File: src/rtl/approx_mul_arbiter.sv
// approx_mul_arbiter: two-requester arbiter in front of a two-stage
// exact/approximate 8x8 unsigned multiplier.
//
// Ports:
//   clk, rst                     clock, asynchronous active-high reset
//   a_valid/a_ready, a_x, a_y,   requester A handshake, operands and
//   a_exact                      exact(1)/approximate(0) select
//   b_valid/b_ready, b_x, b_y,   requester B, same meaning
//   b_exact
//   res_valid/res_ready          result handshake
//   res_z                        16-bit product
//   res_id                       result source (0 = A, 1 = B)
//   approx_cnt                   saturating count of delivered approximate results
//
// Parameter RR_EN: 1 = round-robin on ties, 0 = fixed priority (A wins).
module approx_mul_arbiter #(
  parameter bit RR_EN = 1'b1
) (
  input  logic        clk,
  input  logic        rst,
  input  logic        a_valid,
  output logic        a_ready,
  input  logic [7:0]  a_x,
  input  logic [7:0]  a_y,
  input  logic        a_exact,
  input  logic        b_valid,
  output logic        b_ready,
  input  logic [7:0]  b_x,
  input  logic [7:0]  b_y,
  input  logic        b_exact,
  output logic        res_valid,
  input  logic        res_ready,
  output logic [15:0] res_z,
  output logic        res_id,
  output logic [15:0] approx_cnt
);

  localparam int unsigned OP_W  = 8;
  localparam int unsigned RES_W = 16;
  localparam int unsigned CNT_W = 16;

  typedef struct packed {
    logic [OP_W-1:0] x;
    logic [OP_W-1:0] y;
    logic            id;
    logic            exact;
  } op_t;

  logic             s1_valid;
  op_t              s1;
  logic             s2_exact;
  logic             last_grant;   // id of the last accepted requester

  logic             s2_drain_c;
  logic             advance_c;
  logic             s1_free_c;
  logic             pick_b_c;
  logic             grant_a_c;
  logic             grant_b_c;
  logic [RES_W-1:0] prod_c;

  // Truncated product: drop x[1:0] partial products, add back a few carries.
  function automatic logic [RES_W-1:0] approx_prod(input logic [OP_W-1:0] x,
                                                   input logic [OP_W-1:0] y);
    logic [RES_W-1:0] base;
    logic [RES_W-1:0] corr;
    base    = {8'd0, y} * {10'd0, x[7:2]};
    corr    = '0;
    corr[6] = (y[5] & x[0]) | (y[4] & x[1]);
    corr[7] = (y[7] & x[0]) | (y[6] & x[1]);
    corr[8] = y[7] & x[1];
    return (base << 2) + corr;
  endfunction

  function automatic logic [RES_W-1:0] exact_prod(input logic [OP_W-1:0] x,
                                                  input logic [OP_W-1:0] y);
    return {8'd0, x} * {8'd0, y};
  endfunction

  // Pipeline flow control and arbitration; readies see only valids and state.
  always_comb begin
    s2_drain_c = res_valid & res_ready;
    advance_c  = s1_valid & (~res_valid | res_ready);
    s1_free_c  = ~s1_valid | advance_c;
    // last_grant=1 means B went last, so a tie goes to A
    pick_b_c   = RR_EN & ~last_grant;
    grant_a_c  = s1_free_c & a_valid & (~b_valid | ~pick_b_c);
    grant_b_c  = s1_free_c & b_valid & (~a_valid | pick_b_c);
    prod_c     = s1.exact ? exact_prod(s1.x, s1.y) : approx_prod(s1.x, s1.y);
  end

  assign a_ready = grant_a_c;
  assign b_ready = grant_b_c;

  // S1 operand stage, S2 result stage, last-grant and approximate counter.
  always_ff @(posedge clk or posedge rst) begin
    if (rst) begin
      s1_valid   <= 1'b0;
      s1         <= '0;
      res_valid  <= 1'b0;
      res_z      <= '0;
      res_id     <= 1'b0;
      s2_exact   <= 1'b0;
      approx_cnt <= '0;
      last_grant <= 1'b1;
    end else begin
      if (advance_c) begin
        res_valid <= 1'b1;
        res_z     <= prod_c;
        res_id    <= s1.id;
        s2_exact  <= s1.exact;
      end else if (s2_drain_c) begin
        res_valid <= 1'b0;
      end

      if (grant_a_c | grant_b_c) begin
        s1_valid   <= 1'b1;
        s1.x       <= grant_b_c ? b_x : a_x;
        s1.y       <= grant_b_c ? b_y : a_y;
        s1.id      <= grant_b_c;
        s1.exact   <= grant_b_c ? b_exact : a_exact;
        last_grant <= grant_b_c;
      end else if (advance_c) begin
        s1_valid <= 1'b0;
      end

      if (s2_drain_c && !s2_exact && (approx_cnt != {CNT_W{1'b1}})) begin
        approx_cnt <= approx_cnt + CNT_W'(1);
      end
    end
  end

endmodule

File: config.mk
export PLATFORM = sky130hd
export DESIGN_NAME = approx_mul_arbiter
export DESIGN_NICKNAME = d
export VERILOG_FILES = /design/src/rtl/approx_mul_arbiter.sv
export SDC_FILE = /design/constraint.sdc
export NUM_CORES = 1
export LEC_CHECK = 0
export CAP_MARGIN = 20
export CORE_MARGIN = 2
export CORE_UTILIZATION = 40
export CTS_CLUSTER_DIAMETER = 60
export DETAILED_ROUTE_END_ITERATION = 10
export GPL_ROUTABILITY_DRIVEN = 0
export PLACE_DENSITY_LB_ADDON = 0.2
export SLEW_MARGIN = 20
export SYNTH_ARGS = -nofsm -noshare
export SYNTH_HDL_FRONTEND = slang
export SYNTH_SLANG_ARGS = --single-unit
export TNS_END_PERCENT = 20
File: constraint.sdc
create_clock -name clk -period 12 [get_ports clk]
set_input_delay 2.4 -clock clk [delete_from_list [all_inputs] [get_ports clk]]
set_output_delay 2.4 -clock clk [all_outputs]
set_load 0.05 [all_outputs]
======== Yosys cells after proc, flatten, opt, wreduce, memory -nomap -nowiden ========
Cells that the tools add are included.
Widths: inputs -> output; s select.
cells by class
  add/subtract/negate cells ............... 2
  multiply operators ...................... 2
  divide/modulo/power cells ............... 0
  $lt $le $gt $ge ......................... 0
  equality and inequality tests ........... 1
  shifts and indexed selects .............. 0
  multiplexer cells ....................... 8
  bitwise logic cells ..................... 23
  reduce and logical (&&, ||, !) cells .... 5
operator list
  kind                   count
  $add 16x1->16 const B  1
  $add 16x9->16          1
  $mul 8x8->16           1
  $mux 16                1
  $mux 8                 2
  $ne 16x16->1 const B   1
  $mul 8x6->14           1
  $and 1x1->1            11
  $or 1x1->1             7
  $mux 1                 5
  $not 1->1              5
  $reduce_bool 2->1      2
  $logic_and 1x1->1      2
  $logic_not 1->1        1
word-level totals
  bits in registers ....................... 55
  latch bits .............................. 0
  memory bits (writable) .................. 0
  bits in read-only memories .............. 0
  input bits .............................. 39
  output and inout port bits .............. 36
  word-level logic and storage cells ...... 52
  memories ................................ 0

======== Longest topological paths before layout ========
Gate-level depths: netlist of the first run.
  depth in word-level cells ............... 8
  gate-level depth with buffers ........... 19
  gate-level depth less buffers ........... 18

======== Worst setup path after synthesis of the first run ========
No wires, ideal clock.
  path type ............................... input to output
  from .................................... input res_ready
  to ...................................... output b_ready
  arrival ................................. 3.405 ns
  data required time ...................... 9.600 ns
  setup slack ............................. 6.195 ns
  cell stages on the path ................. 4
  buffers on the path ..................... 1
  path through ............................ nand3b_1 nand3_1 clkbuf_1 inv_1
on the way
  word-level cells in the longest chain between the ends .. 5
RTL lines
  element                   line  RTL
  from (decl)               32    input logic res_ready,
  $or 1x1->1                83    advance_c = s1_valid & (~res_valid | res_ready);
  $and 1x1->1               83
  $or 1x1->1                84    s1_free_c = ~s1_valid | advance_c;
  $and 1x1->1 (2 in a row)  88    grant_b_c = s1_free_c & b_valid & (~a_valid | pick_b_c);
  to (decl)                 27    output logic b_ready,
Every way passes these cells.

======== Worst setup path in the final report of the first run ========
  from .................................... input res_ready
  to ...................................... output a_ready
on the way
  word-level cells in the longest chain between the ends .. 5
RTL lines
  element                   line  RTL
  $or 1x1->1                83
  $and 1x1->1               83
  $or 1x1->1                84
  $and 1x1->1 (2 in a row)  87    grant_a_c = s1_free_c & a_valid & (~b_valid | ~pick_b_c);
  to (decl)                 22    output logic a_ready,
Every way passes these cells.

==> results.yml, run 1 <==
routing:
  drc: 0
  drt_wl_total_um: 13900
  wire_per_inst_um: 14.83
  drt_iter0_drc: 254
  viasPerCell: 5.190
  ant_nets: 0
  num_vias: 4863
  drt_first_pass_iters: 5
setup_path:
  criticalPathCategory: "in -> out"
  crit_required_ps: 9600
  critPathLaunchType: "primary input"
  worst_setup_path_end_kind: "output port"
  timing.rr.start: "s1[4]"
  rrSetupSlack_ps: 6990
  worstPathMaxFanout: 20
  reg2reg_depth: 16
  arrival_ps: 5070
  timing.rr.end: "res_z[15]"
  critPathLaunch: "res_ready"
  crit_end: "a_ready"
logic_synthesis:
  yosys.area.top_type_share_pct: 22.49
  async_flop_share_pct: 100.0
  synth_edf_count: 0
  synth.largest_area_cell: "dfrtp_1"
  ys_seq_area_share_pct: 22.93
  synthTopCellsByArea: "dfrtp_1 (22%), fa_1 (20%), ha_1 (13%)"
  ys_warn_count: 0
  synth_nets: 851
  syn_area_per_cell_um2: 8.682
  synth_cells: 692
  synthesis.area_mm2: 0.006008
  ys_types: 60
  ys.flop_type: "dfrtp_1"
  ys_seq_elements: 55
grt:
  grt_pass1_wl_um: 23920
  grt_usage_pct: 18.34
  grt_max_degree: 56
  overflow: 0
  grt_pass1_vias: 4931
  antenna_found_initial: 1
run:
  cap_violations: 0
timing:
  slew_headroom_pct: 44.82
  fmax_ghz: 0.1339
  worst_slew_pin_slew_ps: 825.7
  period_minus_slack_ps: 7467
  clock_skew_ps: 5.617
  finalHoldViolCount: 0
  slew_viol_final: 0
  setup_tns_ps: 0
  rsz0062_at_grt: "false"
  setup_viol: 0
  fin_crit_sh_pct: 62.22
min_path:
  hp-start: "last_grant"
  hp-class: "reg -> reg"
cells_and_area:
  finish.utilization_pct: 48.39
  drive_above_1_share_pct: 3.586
  layout_common_cells: "inv_1 (118), nand2_1 (108), clkdlybuf4s50_1 (74)"
  fillers: 1403
  nets: 911
  areaGrowthSynthToFinish_pct: 17.49
  n_antenna_cell: 0
  mostFrequentLayoutCell: "inv_1"
clock_tree:
  cts.sink_count: 55
  cts_tree: "built"
  cts_buffer_depth: 2
  post-cts-setup-buffer-count: 0
  h-tree-depth: 2
  clock-root-buffer: "clkbuf_16"
  cts_resized: 0
  clock_latency_ps: 300
  path_clk_slew_ps: 80
  ctsHoldBuffers: 0
  numCtsBuffers: 5
floorplan:
  die_w_um: 126.6
  start_util_pct: 41.18
  row_count: 44
  core_area_mm2: 0.01459
  die_area_mm2: 0.01602
  num_io_pins: 75
  die_h_um: 126.6
run_status:
  status: "finished clean"
placement:
  dpl.hpwl_um: 11350
  portBuffers: 74
-- synthesized netlist by cell type, types with 4 or more instances --
| library cell | instances |
|---|---|
| nor3_1 | 10 |
| a21oi_1 | 18 |
| o21ai_0 | 16 |
| nand4_1 | 5 |
| ha_1 | 61 |
| a31oi_1 | 19 |
| nand2b_1 | 7 |
| and2_1 | 33 |
| nand2_1 | 108 |
| nor2_1 | 37 |
| inv_1 | 119 |
| fa_1 | 59 |
| xor2_1 | 12 |
| clkbuf_1 | 19 |
| dfrtp_1 | 54 |
| a21o_1 | 8 |
| nor2b_1 | 4 |
| nand3_1 | 17 |
| o21a_1 | 4 |
| xnor2_1 | 21 |
-- worst max-delay path: stages --
cell	delay, ps
clkdlybuf4s50_1	440
nand3b_1	220
nand3_1	560
clkinv_1	590
clkdlybuf4s50_1	850
-- sequential cells by signal, indices dropped and copies added (netlist names) --
| signal | count |
|---|---|
| s1 | 18 |
| res_id | 1 |
| approx_cnt | 16 |
| s1_valid | 1 |
| last_grant | 1 |
| s2_exact | 1 |
| res_valid | 1 |
| res_z | 16 |
-- stage by stage --
stage          hold WS [ps]  area, µm²  setup WS [ps]  cells
2_1_floorplan         438.6       6008           6195    692
4_1_cts               469.5       7059           4494    937
6_report              470.7       7059           4533    937
3_3_place_gp          458.3       6904           4607    929
5_1_grt               503.8       7059           4310    937
3_5_place_dp          456.9       6907           4519    929
-- worst min-delay path by stage --
stage	end	slack (ps)	depth (start not counted)
2_1_floorplan	res_id	440	2
3_3_place_gp	last_grant	460	2
3_5_place_dp	last_grant	460	2
4_1_cts	last_grant	470	2
5_1_grt	last_grant	500	2
6_report	last_grant	470	2
-- cell type report --
class,count,area [µm²],area share (%)
multi-input combinational,494,4094,57.99
timing repair buffer,75,748.2,10.60
clock inverter,3,27.53,0.3899
sequential,55,1378,19.51
tap,184,230.2,3.261
inverter,121,456.7,6.469
clock buffer,5,125.1,1.772
-- routing by layer --
metal | global-route usage [%] | routed length [µm] | share of wire [%] | vias to the layer above
met5 | 0 | 0 | 0 | -
met3 | 2.910 | 629 | 4.5 | 14
li1 | - | - | - | 2353
met1 | 25.06 | 6318 | 45 | 2369
met4 | 3.685 | 248 | 1.8 | 0
met2 | 31.05 | 6702 | 48 | 127
-- cells by family (layout without fill, tap and decap cells) --
kind of cell	Yosys count	count (layout)	share of synthesized area, %
mux	3	3	0.4998
fa+ha+maj	120	120	32.36
compound gates	95	95	10.79
buf+inv	143	204	8.934
xor+xnor	33	33	4.811
simple gates	243	243	19.68
flops	55	55	22.93
Power of run 1 is left out: the tool's default activity adds up to more than one toggle a clock period on the data nets, which glitch-free logic cannot reach.
==> run 2: changes to the inputs <==
clock period = 6.2 ns   (was 12 ns; I/O delays follow)
==> run 2 against run 1 <==
Net effect: utilization grew 0.13 points; cell area rose by 0.27%; sequential share of layout area shrank 0.052 points; register-to-register slack got worse by 5900 ps; critical path type unchanged; wire length is 4.6% higher; worst setup slack lost 3500 ps; via count decreased by 1.4%.
==> results.yml, run 2 (same netlist as run 1, synthesis figures left out) <==
run_status:
  status: "finished clean"
clock_tree:
  clock-root-buffer: "clkbuf_16"
  path_clk_slew_ps: 70
  cts_tree: "built"
  clock_latency_ps: 290
  h-tree-depth: 2
  numCtsBuffers: 5
  cts_resized: 0
  post-cts-setup-buffer-count: 0
  cts.sink_count: 55
  ctsHoldBuffers: 0
  cts_buffer_depth: 2
setup_path:
  crit_top_cell: "clkdlybuf4s50_1"
  crit_chain: "clkdlybuf4s50_1 > nand3b_1 > nand3_1 > clkinv_1 > clkdlybuf4s50_1"
  worst_setup_path_end_kind: "output port"
  crit_required_ps: 4960
  critPathSlowestCell: "clkdlybuf4s50_1"
  criticalPathCategory: "in -> out"
  critPathTopFamily: "buffers and inverters"
  critPathLaunchType: "primary input"
  crit_buf_inv: 3
  worstPathMaxFanout: 20
  slowest_delay_ps: 850
  arrival_ps: 3880
floorplan:
  die_h_um: 126.6
  die_area_mm2: 0.01602
  row_count: 44
  core_area_mm2: 0.01459
  num_io_pins: 75
  die_w_um: 126.6
  start_util_pct: 41.18
timing:
  setup_tns_ps: 0
  rsz0062_at_grt: "false"
  period_minus_slack_ps: 5120
  finalHoldViolCount: 0
  setup_viol: 0
  fmax_ghz: 0.1953
  clock_skew_ps: 4.631
  slew_viol_final: 0
  worst_slew_pin_slew_ps: 868.4
  fin_crit_sh_pct: 82.57
  slew_headroom_pct: 41.97
grt:
  grt_pass1_vias: 4948
  antenna_found_initial: 0
  grt_use_met1_pct: 27.76
  grt_pass1_wl_um: 24690
  globalRouteMet2Util_pct: 30.83
  overflow: 0
  met3_usage_pct: 2.657
  gr-max-usage-layer: "met2"
  grt_usage_pct: 19.13
  grt_max_degree: 56
cells_and_area:
  layout_common_cells: "inv_1 (118), nand2_1 (108), clkdlybuf4s50_1 (74)"
  drive_above_1_share_pct: 3.586
  mostFrequentLayoutCell: "inv_1"
  register_area_mm2: 0.001378
  nets: 911
  areaGrowthSynthToFinish_pct: 17.81
  multi_input_area_mm2: 0.004094
  n_antenna_cell: 0
  top_register: "s1"
  largestRegisters: "s1 x18, approx_cnt x16, res_z x16"
  fillers: 1401
  fin_cells: 937
  largest_reg_flops: 18
placement:
  portBuffers: 74
  dp_cells: 929
  dpl.hpwl_um: 11900
routing:
  viasPerCell: 5.118
  drt_iter0_drc: 203
  drt_wl_total_um: 14540
  wire_per_inst_um: 15.51
  drt_first_pass_iters: 4
  num_vias: 4796
  ant_nets: 0
  drc: 0
min_path:
  hp-class: "reg -> reg"
run:
  cap_violations: 0
[run 2: cell types whose count changed in the layout (fill, tap and decap cells not counted)]
cell	change
bufinv_16	+1
clkinv_4	-1
inv_6	+1
inv_8	-1
[run 2: worst register-to-register path, cell delays in order, from the launching register on]
cell and delay, ps:
dfrtp_1 630, and2_1 250, inv_1 60, fa_1 470
inv_1 50, fa_1 470, inv_1 50, fa_1 500
fa_1 550, inv_1 40, ha_1 230, or3_1 420
o31ai_1 450, o21ai_1 190, a31oi_1 260, mux2i_1 120
a221o_1 260
[run 2: through the flow]
step           cell area, µm²  setup WS (ps)  hold WS (ps)  util (%)
6_report                 7078           1080         469.3     48.52
5_1_grt                  7078          812.0         487.3     48.52
4_1_cts                  7078           1038         473.5     48.52
3_5_place_dp             6907           1057         458.7     47.34
3_3_place_gp             6904           1095         458.2     47.32
2_1_floorplan            6008           1612         438.6         -
[run 2: per-layer routing]
layer | wire [µm] | up-vias
met5 | 0 | -
met2 | 6794 | 114
met4 | 227 | 0
met3 | 580 | 16
li1 | - | 2354
met1 | 6932 | 2312
[run 2: area by class of cell]
class	instances	area share, %
clock buffers	5	1.768
clock inverters	3	0.6541
inverters	121	6.452
multi-input cells	494	57.84
flip-flops and latches	55	19.46
well taps	184	3.253
repair buffers	75	10.57
[run 2: path summary, 6_finish.rpt]
check                      depth (start not counted)      start             end  slack (ps)
min                                                2   res_z[1]        res_z[1]         470
max reg2reg                                       16      s1[4]       res_z[15]        1090
max                                                5  res_ready         a_ready        1080
max in group asynchronous                          2        rst        res_z[6]        4360
min reg2reg                                        2   res_z[1]        res_z[1]         470
min in group asynchronous                          2        rst  approx_cnt[12]        1390
Power of run 2 is left out for the same reason.
==> run 3: changes to the inputs <==
clock period = 5.3 ns   (was 6.2 ns; I/O delays follow)
==> run 3 against run 2 <==
Net effect: count of clock-buffer cells in the layout rose by 2; critical path depth rose by 10; clock skew rose by 0.62 ps; highest routed layer unchanged; largest cell class unchanged; sequential share of layout area barely moved; first-iteration DRC count rose by 65%; via count rose by 0.10%; die area did not move.
==> results.yml, run 3 (same netlist as run 1, synthesis figures left out) <==
min_path:
  worstHoldEndpoint: "last_grant"
  whs_path_depth: 2
  hp-start: "last_grant"
  hp-class: "reg -> reg"
cells_and_area:
  largest_reg_flops: 18
  finish.utilization_pct: 48.51
  n_antenna_cell: 0
  top_register: "s1"
  areaGrowthSynthToFinish_pct: 17.78
  fin_area_mm2: 0.007077
  largestRegisters: "s1 x18, approx_cnt x16, res_z x16"
  nets: 912
  mostFrequentLayoutCell: "inv_1"
  layout_common_cells: "inv_1 (118), nand2_1 (108), clkdlybuf4s50_1 (74)"
  drive_above_1_share_pct: 3.448
  fillers: 1394
timing:
  finalHoldViolCount: 0
  slew_viol_final: 0
  clock_skew_ps: 5.249
  setup_slack_ps: 400.9
  period_minus_slack_ps: 4899
  setup_viol: 0
  fmax_ghz: 0.2041
  worst_slew_pin_slew_ps: 816.7
  slew_headroom_pct: 45.42
  setup_tns_ps: 0
  fin_crit_sh_pct: 92.44
  rsz0062_at_grt: "false"
placement:
  place_area_mm2: 0.006914
  pre_cts_slack_ps: 432.1
  portBuffers: 74
  dpl.hpwl_um: 12770
grt:
  grt_usage_pct: 19.60
  grt_pass1_vias: 5040
  grt_pass1_wl_um: 25190
  overflow: 0
  grt_max_degree: 56
  globalRouteMet2Util_pct: 30.95
  grt_use_met1_pct: 28.16
  antenna_found_initial: 0
  met3_usage_pct: 3.585
  gr-max-usage-layer: "met2"
routing:
  drt_first_pass_iters: 5
  drt_iter0_drc: 335
  num_vias: 4801
  drt_wl_total_um: 15140
  viasPerCell: 5.118
  wire_per_inst_um: 16.14
  ant_nets: 0
  drc: 0
setup_path:
  slowest_delay_ps: 550
  crit_chain: "nand2_1 > fa_1 > inv_1 > fa_1 > inv_1 > fa_1 > fa_1 > inv_1 > ha_1 > or3_1 > o31ai_1 > o21ai_1 > a31oi_1 > mux2i_1 > a221o_1"
  worst_setup_path_end_kind: "flip-flop"
  rrSetupSlack_ps: 400
  crit_required_ps: 5480
  crit_top_cell: "fa_1"
  worstPathMaxFanout: 9
  critPathLaunchType: "flip-flop"
  arrival_ps: 5080
  timing.rr.start: "s1[14]"
  criticalPathCategory: "reg -> reg"
  timing.rr.end: "res_z[15]"
  reg2reg_depth: 15
  critPathSlowestCell: "fa_1"
clock_tree:
  h-tree-depth: 2
  cts_tree: "built"
  ctsHoldBuffers: 0
  post-cts-setup-buffer-count: 0
  cts_buffer_depth: 2
  clock-root-buffer: "clkbuf_16"
  cts.sink_count: 55
  path_clk_slew_ps: 70
  numCtsBuffers: 5
  cts_resized: 0
  clock_latency_ps: 300
run_status:
  status: "finished clean"
run:
  cap_violations: 0
floorplan:
  row_count: 44
  die_area_mm2: 0.01602
  die_h_um: 126.6
  die_w_um: 126.6
  num_io_pins: 75
  start_util_pct: 41.18
  core_area_mm2: 0.01459
==> run 3: cell count changes in the layout (fill, tap and decap cells not counted) <==
cell        previous run  this run
clkbuf_1               0         2
buf_4                  1         2
clkinvlp_4             1         0
inv_6                  1         0
==> run 3: layer usage <==
layer,share of wire (%),wire length [µm],vias up
met1,47,7135,2273
li1,-,-,2352
met5,0,0,-
met4,1.7,259,0
met3,5.7,859,22
met2,45,6882,154
==> run 3: how the worst max path moves through the flow <==
| stage | from | to | cells past startpoint |
|---|---|---|---|
| after floorplan | s1[14] | res_z[15] | 16 |
| after global placement | s1[4] | res_z[15] | 16 |
| after detailed placement | s1[14] | res_z[15] | 15 |
| after CTS | s1[4] | res_z[15] | 16 |
| after global routing | s1[12] | res_z[15] | 17 |
| final | s1[14] | res_z[15] | 15 |
==> run 3: worst max-delay path, delay by kind of cell (launching register included) <==
kind | cells | cell delay [ps]
compound gates | 4 | 1080
fa+ha+maj | 5 | 2380
buf+inv | 3 | 180
flops | 1 | 510
mux | 1 | 100
simple gates | 2 | 550
==> run 3: layout make-up <==
class / count / area [µm²] / share of cell area, %
Clock inverter: 1 / 30.03 / 0.4243
Tap cell: 184 / 230.2 / 3.253
Timing Repair Buffer: 76 / 755.7 / 10.68
Inverter: 121 / 456.7 / 6.453
Multi-Input combinational cell: 494 / 4094 / 57.85
Clock buffer: 7 / 132.6 / 1.874
Sequential cell: 55 / 1378 / 19.47
==> run 3: per-stage QoR <==
stage          instances  hold slack [ps]
6_report             938            465.7
5_1_grt              938            481.9
4_1_cts              938            470.0
3_5_place_dp         930            457.6
3_3_place_gp         930            454.5
2_1_floorplan        692            438.6
Power of run 3 is left out for the same reason.
